`src/rtl/alu_issue.sv`:
```
// Single-issue MIPS ALU front end: decodes one request, drives the external ALU
// for ALU_LAT cycles, then holds the captured result until the consumer takes it.
module alu_issue #(
  parameter int unsigned ALU_LAT = 1
) (
  input  logic        Clk,
  input  logic        Reset,
  input  logic        req_valid,
  output logic        req_ready,
  input  logic [5:0]  req_opcode,
  input  logic [5:0]  req_funct,
  input  logic [31:0] req_rs_data,
  input  logic [31:0] req_rt_data,
  input  logic [15:0] req_imm,
  output logic [31:0] alu_src1,
  output logic [31:0] alu_src2,
  output logic [2:0]  alu_ctr,
  input  logic [31:0] alu_result,
  input  logic        zero_bit,
  output logic        rsp_valid,
  input  logic        rsp_ready,
  output logic [31:0] rsp_result,
  output logic        rsp_zero,
  output logic        rsp_branch_taken,
  output logic        rsp_illegal
);

  typedef enum logic [1:0] {IDLE, EXEC, RESP} state_e;

  localparam logic [2:0] CTR_AND = 3'b000;
  localparam logic [2:0] CTR_OR  = 3'b001;
  localparam logic [2:0] CTR_ADD = 3'b010;
  localparam logic [2:0] CTR_SUB = 3'b110;
  localparam logic [2:0] CTR_SLT = 3'b111;
  localparam logic [3:0] CNT_INIT = 4'(ALU_LAT - 1);

  state_e      state_q;
  logic [3:0]  cnt_q;
  logic        req_ready_q;
  logic        beq_q;
  logic [31:0] alu_src1_q, alu_src2_q;
  logic [2:0]  alu_ctr_q;
  logic        rsp_valid_q, rsp_zero_q, rsp_bt_q, rsp_illegal_q;
  logic [31:0] rsp_result_q;

  logic        dec_legal, dec_beq;
  logic [2:0]  dec_ctr;
  logic [31:0] dec_src2;
  logic [31:0] imm_sext, imm_zext;

  assign imm_sext = {{16{req_imm[15]}}, req_imm};
  assign imm_zext = {16'h0000, req_imm};

  always_comb begin
    dec_legal = 1'b1;
    dec_beq   = 1'b0;
    dec_ctr   = CTR_AND;
    dec_src2  = req_rt_data;
    case (req_opcode)
      6'h00: begin
        case (req_funct)
          6'h20:   dec_ctr = CTR_ADD;
          6'h22:   dec_ctr = CTR_SUB;
          6'h24:   dec_ctr = CTR_AND;
          6'h25:   dec_ctr = CTR_OR;
          6'h2A:   dec_ctr = CTR_SLT;
          default: dec_legal = 1'b0;
        endcase
      end
      6'h08:   begin dec_ctr = CTR_ADD; dec_src2 = imm_sext; end
      6'h0A:   begin dec_ctr = CTR_SLT; dec_src2 = imm_sext; end
      6'h0C:   begin dec_ctr = CTR_AND; dec_src2 = imm_zext; end
      6'h0D:   begin dec_ctr = CTR_OR;  dec_src2 = imm_zext; end
      6'h04:   begin dec_ctr = CTR_SUB; dec_beq  = 1'b1;     end
      default: dec_legal = 1'b0;
    endcase
  end

  always_ff @(posedge Clk or negedge Reset) begin
    if (!Reset) begin
      state_q       <= IDLE;
      cnt_q         <= 4'd0;
      req_ready_q   <= 1'b1;
      beq_q         <= 1'b0;
      alu_src1_q    <= 32'd0;
      alu_src2_q    <= 32'd0;
      alu_ctr_q     <= 3'b000;
      rsp_valid_q   <= 1'b0;
      rsp_result_q  <= 32'd0;
      rsp_zero_q    <= 1'b0;
      rsp_bt_q      <= 1'b0;
      rsp_illegal_q <= 1'b0;
    end else begin
      case (state_q)
        IDLE: begin
          if (req_valid) begin
            req_ready_q <= 1'b0;
            if (dec_legal) begin
              alu_src1_q <= req_rs_data;
              alu_src2_q <= dec_src2;
              alu_ctr_q  <= dec_ctr;
              beq_q      <= dec_beq;
              cnt_q      <= CNT_INIT;
              state_q    <= EXEC;
            end else begin
              // Illegal requests skip the ALU entirely; its operands stay as they were.
              rsp_valid_q   <= 1'b1;
              rsp_result_q  <= 32'd0;
              rsp_zero_q    <= 1'b0;
              rsp_bt_q      <= 1'b0;
              rsp_illegal_q <= 1'b1;
              state_q       <= RESP;
            end
          end
        end
        EXEC: begin
          if (cnt_q == 4'd0) begin
            rsp_valid_q   <= 1'b1;
            rsp_result_q  <= alu_result;
            rsp_zero_q    <= zero_bit;
            rsp_bt_q      <= beq_q & zero_bit;
            rsp_illegal_q <= 1'b0;
            state_q       <= RESP;
          end else begin
            cnt_q <= cnt_q - 4'd1;
          end
        end
        RESP: begin
          if (rsp_ready) begin
            rsp_valid_q <= 1'b0;
            req_ready_q <= 1'b1;
            state_q     <= IDLE;
          end
        end
        default: state_q <= IDLE;
      endcase
    end
  end

  assign req_ready        = req_ready_q;
  assign alu_src1         = alu_src1_q;
  assign alu_src2         = alu_src2_q;
  assign alu_ctr          = alu_ctr_q;
  assign rsp_valid        = rsp_valid_q;
  assign rsp_result       = rsp_result_q;
  assign rsp_zero         = rsp_zero_q;
  assign rsp_branch_taken = rsp_bt_q;
  assign rsp_illegal      = rsp_illegal_q;

endmodule
```
`config.mk`:
```
export PLATFORM = sky130hd
export DESIGN_NAME = alu_issue
export DESIGN_NICKNAME = d
export VERILOG_FILES = /design/src/rtl/alu_issue.sv
export SDC_FILE = /design/constraint.sdc
export NUM_CORES = 1
export LEC_CHECK = 0
export CAP_MARGIN = 10
export CORE_MARGIN = 3
export CORE_UTILIZATION = 37
export DETAILED_ROUTE_END_ITERATION = 8
export PLACE_DENSITY = 0.77
export SLEW_MARGIN = 30
export SYNTH_ARGS = -nofsm -noshare
export SYNTH_HDL_FRONTEND = slang
export SYNTH_SLANG_ARGS = --single-unit
```
`constraint.sdc`:
```
create_clock -name Clk -period 2.27 [get_ports Clk]
set_clock_uncertainty 0.05 [all_clocks]
set_input_delay 0.454 -clock Clk [delete_from_list [all_inputs] [get_ports Clk]]
set_output_delay 0.454 -clock Clk [all_outputs]
set_load 0.02 [all_outputs]
```
# Word level (Yosys, flattened, before mapping)
# Index checks and enable logic that the tools add are counted.
word_totals:
  elab_cells: 83
  out_inout_bits: 104
  in_bits: 129
  register_bits: 111
op_classes:
  n_eq_ne: 18
  addsub: 1
  muxes: 35
  bitwise_logic: 1
  reduce_logical: 16
ops:
  columns: ["operator", "count"]
  rows:
  - ["$pmux 32 s2", 2]
  - ["$mux 32", 3]
  - ["$eq 6x6->1 const B", 5]
  - ["$eq 6x4->1 const B", 4]
  - ["$pmux 3 s5", 1]
  - ["$mux 1", 13]
  - ["$mux 4", 3]
  - ["$ne 2x2->1 const B", 6]
  - ["$pmux 3 s4", 1]
  - ["$pmux 1 s2", 5]
  - ["$reduce_or 5->1", 2]
  - ["$reduce_and 3->1", 3]
  - ["$mux 2", 4]
  - ["$pmux 4 s2", 1]
  - ["$reduce_and 4->1", 2]
  - ["$eq 6x3->1 const B", 1]
  - ["$logic_not 6->1", 1]
  - ["$pmux 2 s3", 1]
  - ["$reduce_and 5->1", 1]
  - ["$logic_not 4->1", 1]
  - ["$reduce_bool 2->1", 2]
  - ["$reduce_or 2->1", 2]
  - ["$sub 4x1->4 const B", 1]
  - ["$pmux 1 s3", 1]
  - ["other kinds (5)", 5]

# Longest topological paths before layout
logic_depth:
  ltp_word: 7
  ltp_mapped: 10

# Worst setup path after synthesis
# No wires, ideal clock.
synth_timing:
  path_kind: "input port to flip-flop"
  startpoint: "in req_opcode[3]"
  endpoint: "reg alu_src1_q[10] (netlist: alu_src1[10])"
  path_stages: 8
  t_arrival_ns: 2.207
  slack_ns: -0.111
  setup_time_ns: 0.125
  path_buffers: 3
  cell_sequence: "buf_2 > or3_1 > or3_1 > o22ai_1 > and2b_1 > buf_6 > buf_6 > mux2_2"
synth_between:
  elab_chain_len: 4
synth_lines:
  columns: ["item", "line_no", "text"]
  rows:
  - ["start: declaration", "10", "input logic [5:0] req_opcode,"]
  - ["$eq 6x4->1 or $eq 6x3->1 (tied branches)", "59", "case (req_opcode)"]
  - ["$reduce_or 5->1 (no source line)", null, null]
  - ["$pmux 1 s2 (*)", "59", null]
  - ["$reduce_and 3->1 (no source line) (*)", null, null]
  - ["end signal: assignment", "99", "alu_src1_q <= req_rs_data;"]
  - ["end: declaration", "41", "logic [31:0] alu_src1_q, alu_src2_q;"]
# Every way passes the cells marked *; elsewhere a longest branch is shown, timed or not.
# A chain may end at the register's enable or synchronous reset.

# Worst setup path after layout
layout_timing:
  startpoint: "in req_funct[5]"
  endpoint: "reg rsp_result_q[16] (netlist: rsp_result[16])"
layout_between:
  elab_chain_len: 6
layout_lines:
  columns: ["item", "line_no", "text"]
  rows:
  - ["start: declaration", "11", "input logic [5:0] req_funct,"]
  - ["$eq 6x6->1", "61", "case (req_funct)"]
  - ["$reduce_or 5->1 (no source line) (*)", null, null]
  - ["$mux 1 (*)", "61", null]
  - ["$pmux 1 s2 (*)", "59", null]
  - ["$ne 2x2->1 (no source line) (*)", null, null]
  - ["$reduce_and 4->1 (no source line) (*)", null, null]
  - ["end signal: assignment", "119", "rsp_result_q <= alu_result;"]
  - ["end: declaration", "44", "logic [31:0] rsp_result_q;"]
# Marks and branches as above.

==> metrics.yaml <==
status:
  status: "complete, no violations"
final_layout:
  fillers: 961
  final_common_cell: "clkdlybuf4s50_1"
  layout_common_cells: "222 x clkdlybuf4s50_1, 110 x dfrtp_1, 54 x a21oi_1"
  antenna_cells: 0
  drive_gt1_share_pct: 17.37
  nets: 791
  area_delta_synth_final_pct: 69.62
global_route:
  grt_pass1_wl_mm: 22.65
  overflow: 0
  grt_usage_pct: 19.77
  antenna_found_initial: 0
  grt_max_degree: 40
  grt_pass1_vias: 4352
logic_synthesis:
  synthFlopType: "dfrtp_1"
  synthCells: 394
  synth_edf_count: 0
  yosysWarningCount: 0
  syn_nets: 528
  syn_area_um2: 4773
  ys_seq_area_share_pct: 58.22
  ys_types: 42
  yosys_register_bits: 111
  synth.avg_cell_area_um2: 12.12
  async_flop_share_pct: 100.0
clock_tree:
  hold_buffers: 0
  clock_path_buffers: 2
  numCtsBuffers: 9
  h-tree-depth: 3
  root_buffer: "clkbuf_16"
  worstSkewPairLatency_ns: 0.35
  cts_tree: "built"
  clkTransAtPathRegs_ns: 0.07
  cts_sinks: 111
detailed_routing:
  wl_per_cell_um: 17.70
  vias_per_cell: 4.987
  drc_errors: 0
  drt-total-wl_mm: 14.69
  ant_nets: 0
  drtIter0Drc: 263
  dr.pass1.iters: 5
  vias: 4139
setup_path:
  arrival_ns: 2.38
  slowest_delay_ns: 0.44
  r2r_cells: 9
  cp-end-kind: "register"
  path_max_fanout: 34
  path_class: "input port to register"
  cp_cell_sequence: "clkdlybuf4s50_1 -> nor2b_2 -> o211ai_1 -> buf_4 -> o221a_2 -> o21ai_2 -> nor2_2 -> buf_12 -> a22o_1"
  cp-start-kind: "input port"
  cp.required_ns: 2.45
  crit_slowest_cell: "clkdlybuf4s50_1"
hold_path:
  worstHoldPathType: "input port to async pin"
die:
  row_count: 40
  die_x_um: 119.6
  coreArea_um2: 12310
  fp.dieH_um: 119.6
  ios: 233
  start_util_pct: 38.77
  design.die.area_um2: 14300
pwr:
  p_leak_nw: 3.586
  p_per_area_nw_per_um2: 1066
  vdd_ir_drop_max_mv: 0.6460
  power_mw: 8.631
timing:
  tightest_slew_ns: 0.5603
  hold_viol: 0
  setup_violations: 0
  finalCritPeriodShare_pct: 96.78
  slew_headroom_pct: 62.51
  layout_min_cycle_time_ns: 2.197
  finalMaxSlewViolations: 0
  clock.fmax_mhz: 455.2
  worst_slack_ns: 0.07312
placement:
  dp_hpwl_mm: 10.44
  numPortBuffers: 232
  place_worst_setup_slack_ns: -0.5925
  place_congestion: 0.8786
run:
  cap_violations: 0
-- cell families after synthesis --
group | Yosys count | share of synthesized area (%)
compound gates | 114 | 16.02
fa+ha+maj | 5 | 1.311
buf+inv | 34 | 5.138
flops | 111 | 58.22
mux | 50 | 11.35
simple gates | 80 | 7.969
-- cells in the mapped netlist, types with 4 or more instances --
cell type  instances  area (um^2)
dfrtp_1          110         2753
a21oi_1           54        270.3
nor2_1            44        165.2
a22o_1            35        306.5
mux2_2            33        371.6
mux2i_1           17        170.2
buf_6             11        123.9
inv_1              9        33.78
nand2_1            7        26.28
nor2b_1            7        43.79
clkbuf_1           6        22.52
o21ai_0            6        30.03
ha_1               5        62.56
buf_4              4        30.03
-- metal layers --
| metal | vias to the layer above | part of all wire (%) | GRT usage (%) |
|---|---|---|---|
| met2 | 145 | 51 | 33.62 |
| li1 | 1935 | - | - |
| met3 | 13 | 7.0 | 6.032 |
| met4 | 0 | 1.4 | 6.586 |
| met1 | 2046 | 41 | 23.99 |
| met5 | - | 0 | 0 |
-- critical path: cells and delay by family --
family	cells	cell delay [ns]
compound gates	4	0.85
buf+inv	3	0.80
simple gates	2	0.26
-- worst paths after layout --
path	end	start	slack, ns
hold / removal	alu_src1[2]$_DFFE_PN0P_	Reset	0.02
min in group Clk	rsp_branch_taken$_DFFE_PN0P_	rsp_branch_taken$_DFFE_PN0P_	0.43
hold reg to reg	rsp_branch_taken$_DFFE_PN0P_	rsp_branch_taken$_DFFE_PN0P_	0.43
setup / recovery	rsp_result[16]$_DFFE_PN0P_	req_funct[5]	0.07
max in group asynchronous	req_ready$_DFFE_PN1P_	Reset	1.52
setup reg to reg	rsp_result[11]$_DFFE_PN0P_	cnt_q[0]$_DFFE_PN0P_	0.10
-- per-stage QoR --
step | std cells | utilization (%) | instance area, um^2 | hold slack (ns) | setup TNS, ns
4_1_cts | 821 | 64.10 | 7891 | 0.03127 | 0
6_report | 830 | 65.76 | 8097 | 0.02270 | 0
3_3_place_gp | 799 | 60.69 | 7472 | 0.3993 | -48.76
2_1_floorplan | 394 | - | 4836 | 0.1084 | -1.648
3_5_place_dp | 799 | 60.69 | 7472 | 0.4082 | -53.37
5_1_grt | 830 | 65.76 | 8097 | 0.05415 | -0.04312
-- report_power, final --
group / total (mW) / switching [mW] / internal, mW
Sequential: 3.10 / 0.418 / 2.69
Combinational: 4.01 / 1.90 / 2.11
Clock: 1.51 / 0.711 / 0.803
Total: 8.63 / 3.03 / 5.60
-- flip-flops by register name, indices dropped and copies added, names as in the netlist --
name and flops:
alu_ctr 3, alu_src1 32, alu_src2 32, beq_q 1
cnt_q 4, req_ready 1, rsp_branch_taken 1, rsp_illegal 1
rsp_result 32, rsp_valid 1, rsp_zero 1, state_q 2
-- layout make-up --
class                           instances  area (um^2)  share of cell area, %
Clock buffer                           11        252.7                  3.122
Clock inverter                          5        32.53                 0.4018
Inverter                                9        33.78                 0.4172
Sequential cell                       111         2779                  34.32
Multi-Input combinational cell        249         1856                  22.92
Tap cell                              168        210.2                  2.596
Timing Repair Buffer                  277         2933                  36.22
-- repair_timing --
item | 4_1_cts | 5_1_grt
gates resized for setup | 19 | 16
buffers inserted | 4 | 3
pin swaps | 4 | 5
gates cloned | 2 | 6
endpoints found under the hold margin | 0 | 0
setup endpoints to repair | 105 | 105
Power figures use the tool's default switching activity.
